<file path="src/rtl/mash_ncn_pkg.sv">
// Shared constants for the MASH noise-cancellation network.
// Holds the maximum supported cascade order, the minimum output width for an
// order, and the binomial table (C(n,j)) used by reference models of (1-z^-1)^n.
package mash_pkg;

  // Largest cascade order the network supports.
  localparam int P_ORDER_MAX = 4;

  // Output range for order P is [-(2^(P-1)-1), 2^(P-1)].
  // The positive end, 2^(P-1), needs P+1 bits in two's complement.
  function automatic int min_out_w(input int order);
    return order + 1;
  endfunction

  // Row n holds C(n,0..n), zero padded. These are the tap magnitudes of (1-z^-1)^n.
  localparam int BINOM [0:P_ORDER_MAX-1][0:P_ORDER_MAX-1] = '{
    '{1, 0, 0, 0},
    '{1, 1, 0, 0},
    '{1, 2, 1, 0},
    '{1, 3, 3, 1}
  };

endpackage

</file>
<file path="src/rtl/mash_ncn_if.sv">
// Sample bus between the accumulator cascade and the noise-cancellation network.
// Ports:  i_valid/i_carry/i_clr go toward the network, and o_valid/o_y come back.
//         With NCN_INT_EN, i_n_int goes in and o_div comes back.
// Optional feature macro: NCN_INT_EN (integer divide value added to the output).
interface mash_ncn_if #(
  parameter int P_ORDER = 3,
  parameter int P_OUT_W = 5
);
  logic                       i_valid;
  logic [P_ORDER-1:0]         i_carry;
  logic                       i_clr;
  logic                       o_valid;
  logic signed [P_OUT_W-1:0]  o_y;
`ifdef NCN_INT_EN
  logic [7:0]                 i_n_int;
  logic [8:0]                 o_div;

  modport master (output i_valid, i_carry, i_clr, i_n_int, input o_valid, o_y, o_div);
  modport slave  (input  i_valid, i_carry, i_clr, i_n_int, output o_valid, o_y, o_div);
`else
  modport master (output i_valid, i_carry, i_clr, input o_valid, o_y);
  modport slave  (input  i_valid, i_carry, i_clr, output o_valid, o_y);
`endif
endinterface

</file>
<file path="src/rtl/mash_diff.sv">
// One first-difference cell: o_d = i_x[n] - i_x[n-1].
// Latency: o_d is combinational from i_x. The history register updates on valid cycles.
// No backpressure. The history holds when i_valid=0 and is zeroed by i_clr or reset.
// Ports: i_clk, i_rst_n (async low), i_clr (sync), i_valid, i_x (signed), o_d (signed).
module mash_diff #(
  parameter int W = 5
) (
  input  logic                i_clk,
  input  logic                i_rst_n,
  input  logic                i_clr,
  input  logic                i_valid,
  input  logic signed [W-1:0] i_x,
  output logic signed [W-1:0] o_d
);

  logic signed [W-1:0] x_prev;

  always_ff @(posedge i_clk or negedge i_rst_n) begin
    if (!i_rst_n) begin
      x_prev <= '0;
    end else if (i_clr) begin
      x_prev <= '0;
    end else if (i_valid) begin
      x_prev <= i_x;
    end
  end

  assign o_d = i_x - x_prev;

endmodule

</file>
<file path="src/rtl/mash_ncn.sv">
// MASH noise-cancellation network. It de-skews the stage carries, applies (1-z^-1)^(k-1) to stage k, and sums the results.
// Latency: one cycle from an i_valid sample to o_valid/o_y. A stage-1 carry lands P_ORDER-1 samples later.
// Backpressure: none. One sample is accepted every cycle. Idle cycles hold all state and drop o_valid.
// Ports: i_clk, i_rst_n (async, active-low), and bus (mash_ncn_if.slave: i_valid, i_carry, i_clr, o_valid, o_y).
// Optional macro NCN_INT_EN adds bus.i_n_int and bus.o_div. o_div is i_n_int + o_y, clamped at 0.
module mash_ncn
  import mash_pkg::*;
#(
  parameter int P_ORDER = 3,
  parameter int P_OUT_W = 5
) (
  input  logic      i_clk,
  input  logic      i_rst_n,
  mash_ncn_if.slave bus
);

  if (P_ORDER < 1 || P_ORDER > P_ORDER_MAX || P_OUT_W < min_out_w(P_ORDER)) begin : g_bad_cfg
    $error("mash_ncn: illegal P_ORDER/P_OUT_W combination");
  end

  // Differenced contribution of each stage, all aligned to one sample index.
  logic signed [P_OUT_W-1:0] d [P_ORDER];
  logic signed [P_OUT_W-1:0] sum;

  for (genvar s = 0; s < P_ORDER; s++) begin : g_stage
    // Stage s+1 arrives s samples late. Delaying it by the rest of the cascade lines every stage up.
    localparam int DEPTH = P_ORDER - 1 - s;

    // chain[0] is the aligned carry. chain[c+1] is that carry after c+1 difference cells.
    logic signed [P_OUT_W-1:0] chain [0:s];

    if (DEPTH == 0) begin : g_nodly
      assign chain[0] = {{(P_OUT_W-1){1'b0}}, bus.i_carry[s]};
    end else begin : g_dly
      logic [DEPTH-1:0] sr;

      always_ff @(posedge i_clk or negedge i_rst_n) begin
        if (!i_rst_n) begin
          sr <= '0;
        end else if (bus.i_clr) begin
          sr <= '0;
        end else if (bus.i_valid) begin
          // A shift-and-or form stays legal when DEPTH is 1.
          sr <= (sr << 1) | DEPTH'(bus.i_carry[s]);
        end
      end

      assign chain[0] = {{(P_OUT_W-1){1'b0}}, sr[DEPTH-1]};
    end

    for (genvar c = 0; c < s; c++) begin : g_cell
      mash_diff #(.W(P_OUT_W)) u_diff (
        .i_clk   (i_clk),
        .i_rst_n (i_rst_n),
        .i_clr   (bus.i_clr),
        .i_valid (bus.i_valid),
        .i_x     (chain[c]),
        .o_d     (chain[c+1])
      );
    end

    assign d[s] = chain[s];
  end

  // The sum can wrap in intermediate steps without harm. The final value always fits P_OUT_W.
  always_comb begin
    sum = '0;
    for (int k = 0; k < P_ORDER; k++) begin
      sum = sum + d[k];
    end
  end

  always_ff @(posedge i_clk or negedge i_rst_n) begin
    if (!i_rst_n) begin
      bus.o_y     <= '0;
      bus.o_valid <= 1'b0;
    end else if (bus.i_clr) begin
      bus.o_y     <= '0;
      bus.o_valid <= 1'b0;
    end else if (bus.i_valid) begin
      bus.o_y     <= sum;
      bus.o_valid <= 1'b1;
    end else begin
      bus.o_valid <= 1'b0;
    end
  end

`ifdef NCN_INT_EN
  // 10-bit signed holds 255 + 2^(P_ORDER_MAX-1) and the smallest negative offset.
  logic signed [9:0] div_full;
  logic        [8:0] div_clamped;

  assign div_full    = $signed({2'b00, bus.i_n_int}) + 10'(sum);
  assign div_clamped = div_full[9] ? 9'd0 : div_full[8:0];

  always_ff @(posedge i_clk or negedge i_rst_n) begin
    if (!i_rst_n) begin
      bus.o_div <= '0;
    end else if (bus.i_clr) begin
      bus.o_div <= '0;
    end else if (bus.i_valid) begin
      bus.o_div <= div_clamped;
    end
  end
`endif

endmodule

</file>
<file path="src/flat_wrapper.sv">
// flat-port wrapper written by rule: the top's interface ports become plain ports
module mash_ncn_flat import mash_pkg::*;
#(
  parameter int P_ORDER = 3,
  parameter int P_OUT_W = 5
)
  (i_clk, i_rst_n, bus_i_valid, bus_i_carry, bus_i_clr, bus_o_valid, bus_o_y);
  mash_ncn_if #(.P_ORDER(P_ORDER), .P_OUT_W(P_OUT_W)) bus_i ();
  input  logic i_clk;
  input  logic i_rst_n;
  input wire logic [$bits(bus_i.i_valid)-1:0] bus_i_valid;
  input wire logic [$bits(bus_i.i_carry)-1:0] bus_i_carry;
  input wire logic [$bits(bus_i.i_clr)-1:0] bus_i_clr;
  output wire logic [$bits(bus_i.o_valid)-1:0] bus_o_valid;
  output wire logic [$bits(bus_i.o_y)-1:0] bus_o_y;
  assign bus_i.i_valid = bus_i_valid;
  assign bus_i.i_carry = bus_i_carry;
  assign bus_i.i_clr = bus_i_clr;
  assign bus_o_valid = bus_i.o_valid;
  assign bus_o_y = bus_i.o_y;
  mash_ncn #(.P_ORDER(P_ORDER), .P_OUT_W(P_OUT_W)) u_core (.i_clk(i_clk), .i_rst_n(i_rst_n), .bus(bus_i));
endmodule
</file>
<file path="config.mk">
export PLATFORM = sky130hd
export DESIGN_NAME = mash_ncn_flat
export DESIGN_NICKNAME = d
export VERILOG_FILES = /design/src/rtl/mash_ncn_pkg.sv /design/src/rtl/mash_ncn_if.sv /design/src/rtl/mash_diff.sv /design/src/rtl/mash_ncn.sv /design/src/flat_wrapper.sv
export SDC_FILE = /design/constraint.sdc
export NUM_CORES = 1
export LEC_CHECK = 0
export CAP_MARGIN = 10
export CORE_UTILIZATION = 50
export DETAILED_ROUTE_END_ITERATION = 6
export DONT_BUFFER_PORTS = 1
export HOLD_SLACK_MARGIN = 0.03
export REMOVE_ABC_BUFFERS = 1
export SETUP_SLACK_MARGIN = 0.1
export SLEW_MARGIN = 15
export SYNTH_ARGS = -nofsm -noshare
export SYNTH_HDL_FRONTEND = slang
export SYNTH_SLANG_ARGS = --single-unit
</file>
<file path="constraint.sdc">
create_clock -name i_clk -period 3.4 [get_ports i_clk]
set_input_delay 0.68 -clock i_clk [delete_from_list [all_inputs] [get_ports i_clk]]
set_output_delay 0.68 -clock i_clk [all_outputs]
set_load 0.02 [all_outputs]
</file>
[Yosys cells after proc, flatten, opt, wreduce, memory -nomap -nowiden]
Index checks and enable logic that the tools add are counted.
Word-level totals
  flip-flop bits (word level): 24
  output and inout port bits: 6
  bits of input ports: 7
  word-level logic and storage cells: 28
Cells by class
  reduce and logical (&&, ||, !) cells: 1
  multiplexer cells: 14
  bitwise operators: 1
  add/subtract/negate cells: 5
Operator list (number)
  2-to-1 mux 5 bit: 8
  subtractor 2 x 5 -> 5 bit: 2
  adder 2 x 5 -> 5 bit: 1
  adder 5 bit: 1
  subtractor 5 bit: 1
  2-to-1 mux 1 bit: 4
  2-to-1 mux 2 bit: 2
  bitwise OR 2 x 1 -> 2 bit: 1
  nonzero test 2 bit: 1

[Depth between registers and ports, before layout]
Gate-level depths: netlist of run 1.
  depth in word-level cells: 5
  mapped depth: 10
  mapped depth without buffers: 10

[By module]
Synthesis of run 1 repeated with hierarchy kept, for this count alone.
Unflattened totals
  cells, all modules: 154
  area, all modules: 1574.0 µm²
By module, submodules not included
  mash_ncn: area an instance 501.7 µm², cells an instance 47, seq. area each 225.2 µm², times used 1
  mash_diff at u_core.g_stage[1].g_cell[0].u_diff: area an instance 359.1 µm², cells an instance 36, seq. area each 125.1 µm², times used 1
  mash_diff at u_core.g_stage[2].g_cell[0].u_diff: area an instance 356.6 µm², cells an instance 36, seq. area each 125.1 µm², times used 1
  mash_diff at u_core.g_stage[2].g_cell[1].u_diff: area an instance 356.6 µm², cells an instance 35, seq. area each 125.1 µm², times used 1

[Worst setup path after synthesis of run 1]
No wires, ideal clock.
  path type: input -> register
  start: in bus_i_carry[2]
  end: reg u_core.bus.o_y[3]
  path buffers: 0
  library setup time: 0.121 ns
  arrival time: 2.325 ns
  stages on the path: 9
  required time: 3.279 ns
  slack: 0.953 ns
  cells stage by stage: inv_1 > ha_1 > fa_1 > inv_1 > ha_1 > fa_1 > xnor2_1 > mux2i_1 > nor2_1
Between the ends
  word-level cells in the longest chain between the ends: 5
RTL lines
  start: declaration: RTL line flat_wrapper.sv:12  | input wire logic [$bits(bus_i.i_carry)-1:0] bus_i_carry;
  subtractor 2 x 5 -> 5 bit: RTL line mash_diff.sv:28  | assign o_d = i_x - x_prev;
  subtractor 5 bit: RTL line mash_diff.sv:28
  adder 5 bit: RTL line mash_ncn.sv:69  | sum = sum + d[k];
  2-to-1 mux 5 bit: RTL line mash_ncn.sv:80  | end else if (bus.i_valid) begin
  2-to-1 mux 5 bit: RTL line mash_ncn.sv:77  | end else if (bus.i_clr) begin
  end signal: assignment: RTL line mash_ncn.sv:81  | bus.o_y <= sum;
  end: declaration: RTL line mash_ncn_if.sv:22  | modport slave (input i_valid, i_carry, i_clr, output o_valid, o_y);
No other way between the ends. The select of a mux whose other input is x is not followed.
A chain may end at the register's enable or synchronous reset.

[Worst setup path in the final report of run 1]
  start: reg u_core.g_stage[2].g_cell[1].u_diff.x_prev[0]
  end: reg u_core.bus.o_y[2]
Between the ends
  word-level cells in the longest chain between the ends: 4
RTL lines
  start: declaration: RTL line mash_diff.sv:16  | logic signed [W-1:0] x_prev;
  start signal: assignment: RTL line mash_diff.sv:24  | x_prev <= i_x;
  subtractor 5 bit: RTL line mash_diff.sv:28
  adder 5 bit: RTL line mash_ncn.sv:69
  2-to-1 mux 5 bit: RTL line mash_ncn.sv:80
  2-to-1 mux 5 bit: RTL line mash_ncn.sv:77
No other way between the ends. The select of a mux whose other input is x is not followed.

==> results of run 1 <==
[worst paths after layout]
path / from / endpoint / slack [ns] / depth (start not counted)
worst max-delay path: u_core.g_stage[2].g_cell[1].u_diff.x_prev[0]$_DFFE_PN0P_ / u_core.bus.o_y[2]$_DFFE_PN0P_ / 1.08 / 9
worst min-delay path: i_rst_n / u_core.bus.o_y[3]$_DFFE_PN0P_ / 0.09 / 0
worst max register to register: u_core.g_stage[2].g_cell[1].u_diff.x_prev[0]$_DFFE_PN0P_ / u_core.bus.o_y[2]$_DFFE_PN0P_ / 1.08 / 9
worst min register to register: u_core.g_stage[1].g_cell[0].u_diff.x_prev[0]$_DFFE_PN0P_ / u_core.g_stage[1].g_cell[0].u_diff.x_prev[0]$_DFFE_PN0P_ / 0.52 / 2
max in group asynchronous: i_rst_n / u_core.g_stage[1].g_cell[0].u_diff.x_prev[0]$_DFFE_PN0P_ / 3.24 / 0
min in group i_clk: bus_i_clr / u_core.bus.o_y[4]$_DFFE_PN0P_ / 0.45 / 1
[where the power goes]
group	switching, µW	total, µW	leakage [µW]	internal (µW)
Combinational	22.9	46.5	0.000202	23.7
Clock	49.3	94.8	0.0000150	45.4
Sequential	15.6	181	0.000174	165
Total	87.8	322	0.000391	234
[cell usage after synthesis]
library cell	count
buf_6	1
a211oi_2	1
buf_2	1
xor2_1	1
ha_1	3
nor2b_1	1
nor2_1	12
xnor2_1	1
nand2_1	1
a21oi_1	1
fa_1	6
dfrtp_1	13
mux2i_1	11
buf_12	1
inv_1	9
[logic make-up (layout without fill, tap and decap cells)]
group,after synthesis,count (layout),synth area share [%]
AO/OA/AOI/OAI,2,2,2.32
XOR/XNOR,2,2,2.33
adder cells (fa/ha/maj),9,9,20.9
buffers and inverters,12,13,9.30
flip-flops,13,13,43.2
multiplexers,11,11,14.6
AND/OR/NAND/NOR,14,14,7.31
[critical path: stages, from the launching register on]
cell and delay, ns:
dfrtp_1 0.36, inv_1 0.06, fa_1 0.41, inv_1 0.10
fa_1 0.42, inv_1 0.07, ha_1 0.18, fa_1 0.42
mux2i_1 0.14, nor2_1 0.05
[metrics by stage]
stage / area [µm²] / hold WS, ns / instances
floorplan: 717 / 0.384 / 60
global placement: 736 / 0.385 / 75
detailed placement: 736 / 0.385 / 75
CTS: 762 / 0.0801 / 79
global route: 762 / 0.0776 / 79
finish: 762 / 0.0934 / 79
[metal layers]
metal / routed length, µm / vias to the layer above
li1: - / 194
met1: 578 / 189
met2: 510 / 10
met3: 47 / 2
met4: 4 / 0
met5: 0 / -
[registers in the layout, summed over array words and instances, names as in the netlist]
signal,flops
u_core.bus.o_y,5
u_core.g_stage.g_cell.u_diff.x_prev,4
u_core.g_stage.g_dly.sr,3
u_core.bus.o_valid,1
[layout make-up]
cell class	count	area [µm²]
Fill cell	133	588
Clock buffer	4	26.3
Inverter	9	33.8
Multi-Input combinational cell	38	358
Sequential cell	13	325
Tap cell	15	18.8
==> metrics.csv, run 1 <==
metric,value,unit
grt_max_degree,15,
post_cts_buffers,0,
global_route.usage.met1,25.9,%
track_usage,17.7,%
diodes,0,
min_period,2.32,ns
power.density,423,nW/µm²
end_kind,flop,
place_ws,0.869,ns
vias,395,
worstPathRequired,3.57,ns
io_pins,13,
crit_fanout,2,
maxSlewHeadroom,83.4,%
yosysTopAreaCellShare,43.2,%
dp_hpwl,798,µm
initialDrtViolationCount,2,
first_pass_iters,2,
routed_wl,1140,µm
area_delta_synth_final,1.16,%
grt.overflow.total,0,
ys_ff_latch,13,
synth_area,753,µm²
status,completed,
crit_type,flop to flop,
met2_usage,24.2,%
cts_tree,done,
ir_worst_vdd,0.000243,V
clkTransAtPathRegs,0.08,ns
setup_violations,0,
hp-class,input pin to asynchronous set/reset pin,
syn_inst,63,
design.core.area,1350,µm²
period_share,68.2,%
fin_setup_tns,0,ns
clock-sinks,13,
p_leak,0.000391,µW
mostFrequentLayoutCells,"dfrtp_1, nor2_1, mux2i_1",
rsz0062_at_grt,false,
clk_latency,0.27,ns
first_global_vias,406,
cts-root-buf,clkbuf_4,
holdBufCountCts,0,
viasPerCell,5.00,
io_buffers,0,
antenna_left,0,
p_total,322,µW
gr-max-usage-layer,met1,
max_cap_viol_count,0,
tightest_slew,0.248,ns
syn_area_per_cell,12.0,µm²
antenna_found_initial,0,
cts_resized,0,
nNetsFinal,81,
synth_warnings,0,
hold_viol,0,
cp-start-kind,flop,
worst_slack,1.08,ns
grt_pass1_wl,1840,µm
final_max_slew_viol_count,0,
ctsHtreeMaxLevel,1,
max_freq,431,MHz
synth_area_leaders,"dfrtp_1, fa_1, mux2i_1",
skew,0.000878,ns
synth_cell_types,15,
use_met3,3.26,%
rows,13,
final_common_cell,dfrtp_1,
utilization,56.4,%
die_y,40.8,µm
die_w,40.8,µm
dieArea,1670,µm²
wl_per_cell,14.4,µm
drc_errors,0,
drive_above_1_share,6.25,%
yosysTopAreaCell,dfrtp_1,
arrival,2.49,ns
start_util,55.8,%
seq_area_frac_synth,43.2,%
cts_buffer_depth,2,
numCtsBuffers,3,
place_congestion,0.657,
Note: power is estimated with default switching activity, not from simulation.
==> inputs of run 2 (changes only) <==
- clock period: 3.4 -> 2.4 ns (I/O delays scaled with it)
==> run 2 against run 1 <==
  * Clock-buffer cell count stayed put
  * Flip-flop and latch count stayed put
  * Sequential share of layout area is 2.0 points lower
  * Final area is 4.9% higher
  * Sequential power is 41% higher
  * Die area stayed put
  * Core utilization is 2.8 points higher
  * Critical endpoint is now u_core.bus.o_y[3]$_DFFE_PN0P_
  * Largest cell class unchanged
==> metrics.csv, run 2 (synthesized netlist as in run 1, its figures left out) <==
metric,value,unit
status,completed,
vias,399,
wl_per_cell,13.8,µm
cts_buffer_depth,2,
routed_wl,1120,µm
track_usage,16.4,%
die_y,40.8,µm
cts-root-buf,clkbuf_4,
numCtsBuffers,3,
hold_viol,0,
dp.cells,75,
die_w,40.8,µm
p_leak,0.000392,µW
worstPathRequired,2.56,ns
area_delta_synth_final,6.15,%
start_util,55.8,%
cts_tree,done,
largest_reg_flops,5,
reg2reg_depth,8,
fillers,122,
max_freq,447,MHz
cp-start-kind,flop,
setup_violations,0,
drc_errors,0,
crit_type,flop to flop,
fin_setup_tns,0,ns
regMostFlops,u_core.bus.o_y,
diodes,0,
tightest_slew,0.586,ns
reg_top3,"u_core.bus.o_y x5, u_core.g_stage.g_cell.u_diff.x_prev x4, u_core.g_stage.g_dly.sr x3",
hold_ws,0.265,ns
crit_fanout,2,
end_kind,flop,
ctsHtreeMaxLevel,1,
clk_latency,0.26,ns
viasPerCell,4.93,
drive_above_1_share,19.7,%
io_buffers,0,
p_total,470,µW
period_share,93.3,%
first_global_vias,432,
dp_hpwl,806,µm
grt_pass1_wl,1690,µm
final_common_cell,dfrtp_1,
antenna_found_initial,0,
rows,13,
arrival,2.40,ns
grt_max_degree,15,
min_period,2.24,ns
io_pins,13,
holdPathStages,1,
power.density,587,nW/µm²
maxSlewHeadroom,60.8,%
rsz0062_at_grt,true,
first_pass_iters,3,
nNetsFinal,83,
ir_worst_vdd,0.000374,V
max_cap_viol_count,0,
grt.overflow.total,0,
mostFrequentLayoutCells,"dfrtp_1, nor2_1, mux2i_1",
skew,0.00129,ns
final_max_slew_viol_count,0,
initialDrtViolationCount,8,
design.core.area,1350,µm²
place_congestion,0.686,
instances_no_fill,81,
antenna_left,0,
clkTransAtPathRegs,0.07,ns
hp-class,input pin to flop,
clock-sinks,13,
dieArea,1670,µm²
-- run 2: routing by layer --
layer  global-route usage, %  share of wire, %  up-vias
li1                        -                 -      202
met5                       0                 0        -
met1                    23.7                47      186
met2                    22.3                48        9
met3                    4.89               4.8        2
met4                    7.50              0.72        0
-- run 2: path summary, 6_finish.rpt --
path / start / endpoint / slack (ns)
setup reg to reg: u_core.g_stage[2].g_cell[1].u_diff.x_prev[0]$_DFFE_PN0P_ / u_core.bus.o_y[3]$_DFFE_PN0P_ / 0.16
min in group asynchronous: i_rst_n / u_core.g_stage[2].g_cell[1].u_diff.x_prev[3]$_DFFE_PN0P_ / 0.65
setup / recovery: u_core.g_stage[2].g_cell[1].u_diff.x_prev[0]$_DFFE_PN0P_ / u_core.bus.o_y[3]$_DFFE_PN0P_ / 0.16
max in group asynchronous: i_rst_n / u_core.g_stage[0].g_dly.sr[1]$_DFFE_PN0P_ / 1.37
hold reg to reg: u_core.g_stage[0].g_dly.sr[0]$_DFFE_PN0P_ / u_core.g_stage[0].g_dly.sr[1]$_DFFE_PN0P_ / 0.53
hold / removal: bus_i_clr / u_core.bus.o_y[4]$_DFFE_PN0P_ / 0.26
-- run 2: cell type report --
cell class | count | area [µm²] | area share, %
clock buffer | 4 | 26.3 | 3.29
sequential | 13 | 325 | 40.7
inverter | 9 | 33.8 | 4.23
timing repair buffer | 2 | 17.5 | 2.19
multi-input combinational | 38 | 378 | 47.3
tap | 15 | 18.8 | 2.35
-- run 2: power by group --
| group | internal (µW) | total (µW) | switching, µW |
|---|---|---|---|
| clock network | 64.2 | 129 | 64.9 |
| logic | 42.7 | 84.8 | 42.1 |
| registers | 234 | 256 | 22.0 |
-- run 2: metrics by stage --
stage               area (µm²)  setup WS, ns  util, %
floorplan                  717         0.156        -
global placement           736        0.0615     54.5
detailed placement         736        0.0529     54.5
CTS                        785         0.106     58.1
global route               800        0.0688     59.2
finish                     800         0.161     59.2
-- run 2: what timing repair did --
item / 4_1_cts / 5_1_grt
resized for setup: 3 / 6
endpoints found under the hold margin: 13 / 0
setup buffers: 1 / 0
setup endpoints to repair: 2 / 3
cloned: 0 / 0
hold buffers: 1 / 0
pin swaps: 0 / 6
-- run 2: worst max-delay path, cell delays in order, from the launching register on --
cell	delay, ns
dfrtp_1	0.39
inv_2	0.06
fa_2	0.44
fa_2	0.39
ha_4	0.18
fa_2	0.35
xnor2_1	0.13
mux2i_1	0.13
nor2_1	0.05
==> RTL change (flow settings as in run 2) <==
`P_OUT_W` is set to 5 in 3 places; all go to 10.
--- a/src/rtl/mash_ncn_if.sv
+++ b/src/rtl/mash_ncn_if.sv
@@ -4,7 +4,7 @@
 // Optional feature macro: NCN_INT_EN (integer divide value added to the output).
 interface mash_ncn_if #(
   parameter int P_ORDER = 3,
-  parameter int P_OUT_W = 5
+  parameter int P_OUT_W = 10
 );
   logic                       i_valid;
   logic [P_ORDER-1:0]         i_carry;
--- a/src/rtl/mash_ncn.sv
+++ b/src/rtl/mash_ncn.sv
@@ -7,7 +7,7 @@
   import mash_pkg::*;
 #(
   parameter int P_ORDER = 3,
-  parameter int P_OUT_W = 5
+  parameter int P_OUT_W = 10
 ) (
   input  logic      i_clk,
   input  logic      i_rst_n,
--- a/src/flat_wrapper.sv
+++ b/src/flat_wrapper.sv
@@ -2,7 +2,7 @@
 module mash_ncn_flat import mash_pkg::*;
 #(
   parameter int P_ORDER = 3,
-  parameter int P_OUT_W = 5
+  parameter int P_OUT_W = 10
 )
   (i_clk, i_rst_n, bus_i_valid, bus_i_carry, bus_i_clr, bus_o_valid, bus_o_y);
   mash_ncn_if #(.P_ORDER(P_ORDER), .P_OUT_W(P_OUT_W)) bus_i ();
Ports: changed (resized bus_o_y); port bits go from 13 to 18. The function was not compared with the original's and may differ.
==> RTL change against run 2 <==
- count of clock-buffer cells in the layout unchanged
- largest cell class unchanged
- synthesized area increased by 25%
- global-route usage increased by 0.13 points
- non-clock buffer count increased by 7
- power increased by 32%
- clock skew about the same
- core utilization increased by 2.6 points
- sequential share of layout area decreased by 3.6 points
- wire length increased by 30%
- sequential cell count increased by 3
- largest power group unchanged
- first-iteration DRC count decreased by 50%
- cell area increased by 35%
- critical path type unchanged
- setup slack got worse by 0.14 ns
==> RTL change: results (changes against run 2) <==
- Run status: finished, final reports clean (unchanged).
- The maximum vdd drop is 0.3527 mV (was 0.3736 mV).
- The average cell area after synthesis is 11.22 um2 (was 11.96 um2).
- The relative contribution of combinational cells to total power is 19.5% (was 18.1%).
- Top post-synthesis cells by area: sky130_fd_sc_hd__dfrtp_1 42%, sky130_fd_sc_hd__fa_1 13%, sky130_fd_sc_hd__mux2i_1 12%, sky130_fd_sc_hd__ha_1 8.0%, sky130_fd_sc_hd__nor2_1 5.6% (was sky130_fd_sc_hd__dfrtp_1 43%, sky130_fd_sc_hd__fa_1 16%, sky130_fd_sc_hd__mux2i_1 15%, sky130_fd_sc_hd__nor2_1 6.0%, sky130_fd_sc_hd__ha_1 5.0%).
- The first-pass detailed-route iteration total is 4 (was 3).
- The endpoint of the worst hold path is u_core.bus.o_y[8]$_DFFE_PN0P_ (was u_core.bus.o_y[4]$_DFFE_PN0P_).
- The worst reg2reg path endpoint is u_core.bus.o_y[2]$_DFFE_PN0P_ (was u_core.bus.o_y[3]$_DFFE_PN0P_).
- The count of nets after finishing was 112 (was 83).
- The half-perimeter wire length after placement is 1027 um (was 805.8 um).
- The clock distribution power is 0.000180 W (was 0.000129 W).
- The multiplexer share of the synthesized area is 11.69% (was 14.62%).
- The global routing usage summed across all routing layers was 16.51% (was 16.38%).
- The combinational group power is 0.000121 W (was 0.0000848 W).
- The proportion of synthesized chip area in sequential cells came to 42.50% (was 43.19%).
- The cell depth of the worst flop-to-flop path came to 11 (was 8).
- The final cell count without fillers is 117 (was 81).
- The xor and xnor fraction of the mapped netlist area is 1.859% (was 2.326%).
- The clock latency on the worst-skew pair is 0.29 ns (was 0.26 ns).
- The post-place instance area is 996.0 um2 (was 735.7 um2).
- Synth top cells by count: 16 x sky130_fd_sc_hd__dfrtp_1, 14 x sky130_fd_sc_hd__nor2_1, 12 x sky130_fd_sc_hd__inv_1 (was 13 x sky130_fd_sc_hd__dfrtp_1, 12 x sky130_fd_sc_hd__nor2_1, 11 x sky130_fd_sc_hd__mux2i_1).
- The static leakage came to 0.5333 nW (was 0.3920 nW).
- The actual slew at the worst max-slew pin was 0.7176 ns (was 0.5861 ns).
- The proportion of layout cells with a drive suffix above 1 is 30.43% (was 19.70%).
- The total vias in the final route was 575 (was 399).
- The pin count of the biggest net entering global routing was 21 (was 15).
- The detailed router's first-iteration violation count is 4 (was 8).
- The count of fill cells added during filler insertion was 145 (was 122).
- The area share of fa/ha/maj cells after synthesis is 20.72% (was 20.93%).
- The post-synthesis compound-gate area fraction was 6.242% (was 2.326%).
- The worst clock skew is 0.001607 ns (was 0.001292 ns).
- The detailed-route wire length was 1448 um (was 1117 um).
- The number of global-route vias before repair came to 601 (was 432).
- The global placer's final weighted congestion was 0.7252 (was 0.6861).
RTL change: per-stage QoR:
| stage | worst slack, ns | TNS, ns | util, % |
|---|---|---|---|
| after CTS | 0.009614 | 0 | 61.00 |
| after floorplan | -0.01825 | -0.01825 | - |
| after detailed placement | -0.07194 | -0.1299 | 57.06 |
| final | 0.02284 | 0 | 61.79 |
| after global routing | -0.08073 | -0.1611 | 61.79 |
| after global placement | -0.008649 | -0.01512 | 57.06 |
RTL change: what timing repair did:
item | 4_1_cts | 5_1_grt
setup endpoints to repair | 5 | 6
setup buffers | 1 | 0
pin swaps | 5 | 10
endpoints found under the hold margin | 16 | 0
hold buffers | 1 | 0
gates resized for setup | 9 | 6
RTL change: critical path, stage by stage, from the launching register on:
cell                      delay [ns]
sky130_fd_sc_hd__dfrtp_1        0.37
sky130_fd_sc_hd__inv_2          0.05
sky130_fd_sc_hd__fa_2           0.38
sky130_fd_sc_hd__inv_2          0.08
sky130_fd_sc_hd__fa_1           0.41
sky130_fd_sc_hd__inv_1          0.07
sky130_fd_sc_hd__ha_2           0.17
sky130_fd_sc_hd__inv_2          0.04
sky130_fd_sc_hd__fa_2           0.52
sky130_fd_sc_hd__inv_2          0.03
sky130_fd_sc_hd__mux2i_1        0.12
sky130_fd_sc_hd__nor2_1         0.05
RTL change: routing by layer:
layer	wire length, um	up-vias	GRT usage [%]
li1	-	280	-
met4	12	0	7.273
met3	68	2	4.365
met1	709	278	21.99
met2	657	15	25.14
met5	0	-	0
RTL change: final cells by class:
class | count | area share [%]
multi-input combinational | 51 | 45.59
timing repair buffer | 9 | 6.845
tap | 25 | 2.900
sequential | 16 | 37.12
clock buffer | 4 | 3.364
inverter | 12 | 4.176
